$ cat src/rtl/arith_seq_ctrl.sv
// arith_seq_ctrl: one-at-a-time arithmetic sequencer between issue and writeback.
// Single-cycle ADD/SUB/INC/DEC, iterative shift-add MUL and restoring DIV.
//
//   state | meaning
//   IDLE  | waiting for a request, req_ready high
//   RUN   | MUL/DIV iterating, one step per cycle for WORD_SIZE cycles
//   DONE  | response presented, held until rsp_ready
module arith_seq_ctrl #(
  parameter int WORD_SIZE   = 19,
  parameter int OPCODE_SIZE = 5
) (
  input  logic                   clk,
  input  logic                   rst,
  input  logic                   req_valid,
  output logic                   req_ready,
  input  logic [OPCODE_SIZE-1:0] req_op,
  input  logic [WORD_SIZE-1:0]   req_a,
  input  logic [WORD_SIZE-1:0]   req_b,
  output logic                   rsp_valid,
  input  logic                   rsp_ready,
  output logic [WORD_SIZE-1:0]   rsp_result,
  output logic [WORD_SIZE-1:0]   rsp_remainder,
  output logic                   rsp_carry,
  output logic                   rsp_div_zero,
  output logic                   rsp_illegal,
  output logic                   busy
);

  localparam int CW = $clog2(WORD_SIZE + 1);
  localparam logic [CW-1:0] CNT_LAST = CW'(WORD_SIZE - 1);

  localparam logic [OPCODE_SIZE-1:0] OP_ADD = OPCODE_SIZE'(0);
  localparam logic [OPCODE_SIZE-1:0] OP_SUB = OPCODE_SIZE'(1);
  localparam logic [OPCODE_SIZE-1:0] OP_MUL = OPCODE_SIZE'(2);
  localparam logic [OPCODE_SIZE-1:0] OP_DIV = OPCODE_SIZE'(3);
  localparam logic [OPCODE_SIZE-1:0] OP_INC = OPCODE_SIZE'(4);
  localparam logic [OPCODE_SIZE-1:0] OP_DEC = OPCODE_SIZE'(5);

  typedef enum logic [1:0] {S_IDLE, S_RUN, S_DONE} state_t;

  state_t                 r_state;
  state_t                 w_state_nxt;
  logic [OPCODE_SIZE-1:0] r_op;
  logic [WORD_SIZE-1:0]   r_b;
  logic [WORD_SIZE-1:0]   r_hi;   // MUL: product high half; DIV: partial remainder
  logic [WORD_SIZE-1:0]   r_lo;   // MUL: multiplier/product low; DIV: dividend/quotient
  logic [CW-1:0]          r_cnt;

  logic [WORD_SIZE-1:0]   r_rsp_result;
  logic [WORD_SIZE-1:0]   r_rsp_rem;
  logic                   r_rsp_carry;
  logic                   r_rsp_dz;
  logic                   r_rsp_ill;

  logic                   w_accept;
  logic                   w_long_op;
  logic [WORD_SIZE-1:0]   w_b_eff;
  logic [WORD_SIZE:0]     w_sum;
  logic [WORD_SIZE-1:0]   w_diff;
  logic [WORD_SIZE-1:0]   w_fast_result;
  logic [WORD_SIZE-1:0]   w_fast_rem;
  logic                   w_fast_carry;
  logic                   w_fast_dz;
  logic                   w_fast_ill;

  logic [WORD_SIZE:0]     w_mul_sum;
  logic [WORD_SIZE:0]     w_div_shift;
  logic [WORD_SIZE:0]     w_div_diff;
  logic                   w_div_ge;
  logic [WORD_SIZE-1:0]   w_hi_nxt;
  logic [WORD_SIZE-1:0]   w_lo_nxt;

  assign w_accept  = req_valid && (r_state == S_IDLE);
  assign w_long_op = (req_op == OP_MUL) || ((req_op == OP_DIV) && (req_b != '0));

  // Single-cycle results computed straight from the request inputs
  always_comb begin
    w_b_eff       = ((req_op == OP_INC) || (req_op == OP_DEC)) ? WORD_SIZE'(1) : req_b;
    w_sum         = {1'b0, req_a} + {1'b0, w_b_eff};
    w_diff        = req_a - w_b_eff;
    w_fast_result = '0;
    w_fast_rem    = '0;
    w_fast_carry  = 1'b0;
    w_fast_dz     = 1'b0;
    w_fast_ill    = 1'b0;
    case (req_op)
      OP_ADD, OP_INC: begin
        w_fast_result = w_sum[WORD_SIZE-1:0];
        w_fast_carry  = w_sum[WORD_SIZE];
      end
      OP_SUB, OP_DEC: begin
        w_fast_result = w_diff;
        w_fast_carry  = (req_a < w_b_eff);
      end
      OP_DIV: begin
        w_fast_result = '1;
        w_fast_rem    = req_a;
        w_fast_dz     = 1'b1;
      end
      OP_MUL: ;
      default: w_fast_ill = 1'b1;
    endcase
  end

  // One MUL or DIV iteration; the sign of the trial subtraction picks the quotient bit
  always_comb begin
    w_mul_sum   = {1'b0, r_hi} + (r_lo[0] ? {1'b0, r_b} : '0);
    w_div_shift = {r_hi, r_lo[WORD_SIZE-1]};
    w_div_diff  = w_div_shift - {1'b0, r_b};
    w_div_ge    = !w_div_diff[WORD_SIZE];
    if (r_op == OP_MUL) begin
      w_hi_nxt = w_mul_sum[WORD_SIZE:1];
      w_lo_nxt = {w_mul_sum[0], r_lo[WORD_SIZE-1:1]};
    end else begin
      w_hi_nxt = w_div_ge ? w_div_diff[WORD_SIZE-1:0] : w_div_shift[WORD_SIZE-1:0];
      w_lo_nxt = {r_lo[WORD_SIZE-2:0], w_div_ge};
    end
  end

  // State register
  always_ff @(posedge clk or posedge rst) begin
    if (rst) r_state <= S_IDLE;
    else     r_state <= w_state_nxt;
  end

  // Next-state logic
  always_comb begin
    w_state_nxt = r_state;
    case (r_state)
      S_IDLE: if (w_accept) w_state_nxt = w_long_op ? S_RUN : S_DONE;
      S_RUN:  if (r_cnt == CNT_LAST) w_state_nxt = S_DONE;
      S_DONE: if (rsp_ready) w_state_nxt = S_IDLE;
      default: w_state_nxt = S_IDLE;
    endcase
  end

  // Outputs decoded from state; response data comes from registers
  always_comb begin
    req_ready     = (r_state == S_IDLE);
    busy          = (r_state != S_IDLE);
    rsp_valid     = (r_state == S_DONE);
    rsp_result    = r_rsp_result;
    rsp_remainder = r_rsp_rem;
    rsp_carry     = r_rsp_carry;
    rsp_div_zero  = r_rsp_dz;
    rsp_illegal   = r_rsp_ill;
  end

  // Operand capture, iteration datapath and response registers
  always_ff @(posedge clk or posedge rst) begin
    if (rst) begin
      r_op         <= '0;
      r_b          <= '0;
      r_hi         <= '0;
      r_lo         <= '0;
      r_cnt        <= '0;
      r_rsp_result <= '0;
      r_rsp_rem    <= '0;
      r_rsp_carry  <= 1'b0;
      r_rsp_dz     <= 1'b0;
      r_rsp_ill    <= 1'b0;
    end else begin
      case (r_state)
        S_IDLE: if (w_accept) begin
          r_op  <= req_op;
          r_b   <= req_b;
          r_lo  <= req_a;
          r_hi  <= '0;
          r_cnt <= '0;
          if (!w_long_op) begin
            r_rsp_result <= w_fast_result;
            r_rsp_rem    <= w_fast_rem;
            r_rsp_carry  <= w_fast_carry;
            r_rsp_dz     <= w_fast_dz;
            r_rsp_ill    <= w_fast_ill;
          end
        end
        S_RUN: begin
          r_hi  <= w_hi_nxt;
          r_lo  <= w_lo_nxt;
          r_cnt <= r_cnt + CW'(1);
          if (r_cnt == CNT_LAST) begin
            r_rsp_result <= w_lo_nxt;
            r_rsp_rem    <= (r_op == OP_MUL) ? '0 : w_hi_nxt;
            r_rsp_carry  <= (r_op == OP_MUL) ? (|w_hi_nxt) : 1'b0;
            r_rsp_dz     <= 1'b0;
            r_rsp_ill    <= 1'b0;
          end
        end
        default: ;
      endcase
    end
  end

endmodule

$ cat config.mk
export PLATFORM = sky130hd
export DESIGN_NAME = arith_seq_ctrl
export DESIGN_NICKNAME = d
export VERILOG_FILES = /design/src/rtl/arith_seq_ctrl.sv
export SDC_FILE = /design/constraint.sdc
export NUM_CORES = 1
export LEC_CHECK = 0
export CAP_MARGIN = 15
export CELL_PAD_IN_SITES_DETAIL_PLACEMENT = 2
export CELL_PAD_IN_SITES_GLOBAL_PLACEMENT = 2
export CORE_ASPECT_RATIO = 1.25
export CORE_MARGIN = 5
export CORE_UTILIZATION = 35
export CTS_CLUSTER_DIAMETER = 80
export DETAILED_ROUTE_END_ITERATION = 10
export PLACE_DENSITY = 0.89
export SKIP_CTS_REPAIR_TIMING = 1
export SLEW_MARGIN = 20
export SYNTH_ARGS = -nofsm -noshare
export SYNTH_HDL_FRONTEND = slang
export SYNTH_SLANG_ARGS = --single-unit
export TNS_END_PERCENT = 10
$ cat constraint.sdc
create_clock -name clk -period 4.61 [get_ports clk]
set_input_delay 0.6915 -clock clk [delete_from_list [all_inputs] [get_ports clk]]
set_output_delay 0.6915 -clock clk [all_outputs]
set_load 0.03 [all_outputs]
==> metrics.md <==
| Metric | Value |
|---|---|
| Status | `finished clean` |
| Post-synthesis sequential area ratio | `0.299` |
| Gr usage total | `0.258` |
| GP Congestion | `0.886` |
| Die Area | `0.0297 sq mm` |
| R2R Path Start | `r_hi[4]$_DFFE_PP0P_` |
| Routed len/inst | `24.8 um` |
| Relative slew slack | `0.361` |
| Max cap viols | `0` |
| IO buf count | `90` |
| Dominant synthesized flop cell | `dfrtp_1` |
| WS Path Type | `in -> reg` |
| Residual DRC | `0` |
| Distinct cells, synth | `68` |
| Worst-path maximum fanout | `17` |
| Via count | `9382` |
| Internal power | `0.00264 W` |
| Fraction of registers with async set/reset | `1.00` |
| Clock power frac | `0.182` |
| H-tree depth | `3` |
| Final ANT Viol Nets | `0` |
| Final setup violating endpoints | `0` |
| TNS Setup | `0 ns` |
| Data required time at the worst endpoint | `4.86 ns` |
| Startpoint Class | `input pin` |
| Clock Path Buffers | `2` |
| Comb pwr share | `0.505` |
| Fmax | `231 MHz` |
| RSZ-0062 raised after global routing | `false` |
| CTS tree | `yes` |
| Drt pass-1 iters | `5` |
| Initial antenna violation count | `0` |
| Worst skew pair latency | `0.38 ns` |
| Io pins | `91` |
| Leak | `5.02 nW` |
| Initial DRC count | `606` |
| Hold Path Class | `reg -> reg` |
| Arr. time, crit path | `4.59 ns` |
| Cells after Synth | `1161` |
| Part of the cycle the worst path needs | `0.940` |
| Largest cells by area after synthesis | `dfrtp_1, ha_1, nand2_1, a21oi_1, o21ai_0` |
| Root Buffer | `clkbuf_16` |
| Warnings from Yosys | `0` |
| Fin worst setup slack | `0.275 ns` |
| Clk slew on worst S/H paths | `0.07 ns` |
| Slew Limit Fails | `0` |
| Cell Pwr Density | `446 mW/mm^2` |
| Net Sw Power | `0.00216 W` |
| Worst Tran Pin Value | `0.958 ns` |
| Nature of the critical path endpoint | `flop` |
| Post-DP HPWL | `28.9 mm` |
| Die Span X | `155 um` |
| Synth Register Bits | `110` |
| Cell taking the most area after synthesis | `dfrtp_1` |
| Share of power burned in registers | `0.313` |
| Vias per inst | `6.01` |
| Inserted Diodes | `0` |
| Post-synth EDFFs | `0` |
| Core area | `0.0260 sq mm` |
| Area added between synthesis and finish | `17.1%` |
| Cell Area, Synth | `0.00921 sq mm` |
| Remaining Overflow, GRT | `0` |
| Clock sinks | `110` |
| Syn_nets | `1292` |
| Worst Setup SP | `req_op[4]` |
| Final WL | `38.7 mm` |
| Setup Skew | `0.0146 ns` |
| Vias in the first global route | `10700` |
| Share of the synthesized area in the top cell type | `0.299` |
| Hold_sp | `rsp_result[9]$_DFFE_PP0P_` |
| Initial Util | `0.354` |
| Fill cell count | `2980` |
| Setup Slack @ Placement | `0.0560 ns` |
| Num CTS Buffers | `9` |
| Die height | `191 um` |
| Syn Area/Cell | `7.93 sq um` |
| Core Rows | `66` |
| Nets@finish | `1349` |
| Pin count of the biggest net entering global routing | `69` |
| Max VDD drop | `0.213 mV` |
| Final Critical Period | `4.34 ns` |
| Switch share | `0.450` |
| Final Hold Vio Count | `0` |
| Global-route wire length before repair | `59.9 mm` |
| Share of cells above drive strength 1 | `0.0483` |
## layout make-up
class                   instances  area (sq um)  share of cell area
multi-input cells             918          5970               0.553
flip-flops and latches        110          2750               0.255
repair buffers                112          1080               0.100
clock inverters                 4          72.6             0.00673
well taps                     340           425              0.0394
inverters                      67           254              0.0236
clock buffers                  11           233              0.0216
## worst paths after layout
kind,end,slack [ns],cells after the start
max,rsp_result[16]$_DFFE_PP0P_,0.27,16
min,rsp_result[9]$_DFFE_PP0P_,0.49,1
max reg2reg,rsp_carry$_DFFE_PP0P_,0.29,13
min reg2reg,rsp_result[9]$_DFFE_PP0P_,0.49,1
max in group asynchronous,r_b[14]$_DFFE_PP0P_,2.76,3
min in group asynchronous,r_op[3]$_DFFE_PP0P_,0.91,2
## Yosys cell counts, drive strengths merged, types with 11 or more instances
master	number
nand2	160
dfrtp	110
a21oi	94
o21ai	93
nor2	86
ha	80
inv	66
clkbuf	56
nand3	41
xnor2	36
mux2i	29
a21o	25
and2	22
nor3	20
a31oi	18
and3	18
nand2b	18
a221oi	16
a211oi	14
xor2	13
mux2	11
nor4	11
## power by group through the flow
stage	logic [W]	registers (W)	clock network, W
6_report	0.00243	0.00150	0.000876
4_1_cts	0.00242	0.00150	0.000883
5_1_grt	0.00260	0.00153	0.000916
3_3_place_gp	0.00225	0.00149	0
2_1_floorplan	0.00131	0.00164	0
3_5_place_dp	0.00237	0.00151	0
## sequential cells by signal, summed over array words and instances (netlist names)
register	count
r_b	19
r_cnt	5
r_hi	19
r_lo	19
r_op	5
r_state	2
rsp_carry	1
rsp_div_zero	1
rsp_illegal	1
rsp_remainder	19
rsp_result	19
## worst max-delay path, cell delays in order
cell,delay [ns]
clkdlybuf4s50_1,0.48
nor3_2,0.23
nand2_1,0.14
buf_4,0.22
nand2_1,0.12
ha_1,0.30
nand2b_1,0.12
a21boi_0,0.12
o2111ai_1,0.30
a31oi_1,0.15
or4_1,0.47
a311o_1,0.35
a21oi_1,0.21
o311ai_1,0.15
xnor2_1,0.17
o41ai_1,0.35
## kinds of logic (layout without fill, tap and decap cells)
group           count (synthesis)  count (layout)  share of synthesized area
mux                            40              40                     0.0458
xor+xnor                       49              49                     0.0466
buf+inv                       133             194                     0.0554
compound gates                344             344                      0.237
fa+ha+maj                      84              84                      0.117
simple gates                  401             401                      0.199
flops                         110             110                      0.299
## layer usage
layer | vias to the layer above | GRT usage | part of all wire | wire length [um]
met1 | 4774 | 0.300 | 0.40 | 15500
met2 | 282 | 0.473 | 0.52 | 20000
met3 | 102 | 0.0213 | 0.035 | 1350
li1 | 4224 | - | - | -
met5 | - | 0 | 0 | 0
met4 | 0 | 0.126 | 0.045 | 1760
## per-stage QoR
stage | utilization | hold slack [ns] | instance area (sq um) | cells | total power, W
2_1_floorplan | - | 0.441 | 9210 | 1161 | 0.00296
3_3_place_gp | 0.403 | 0.460 | 10500 | 1547 | 0.00374
3_5_place_dp | 0.403 | 0.469 | 10500 | 1547 | 0.00388
4_1_cts | 0.415 | 0.487 | 10800 | 1562 | 0.00480
5_1_grt | 0.415 | 0.500 | 10800 | 1562 | 0.00506
6_report | 0.415 | 0.487 | 10800 | 1562 | 0.00481
## cell usage in the layout (no fill, tap or decap), drive strengths merged, types with 29 or more instances in the layout
| cell type | Yosys | final |
|---|---|---|
| a21oi | 94 | 94 |
| xnor2 | 36 | 36 |
| mux2i | 29 | 29 |
| dfrtp | 110 | 110 |
| ha | 80 | 80 |
| inv | 66 | 66 |
| nand2 | 160 | 160 |
| clkdlybuf4s50 | 0 | 90 |
| nand3 | 41 | 41 |
| nor2 | 86 | 86 |
| o21ai | 93 | 93 |
Note: power is estimated with default switching activity, not from simulation.
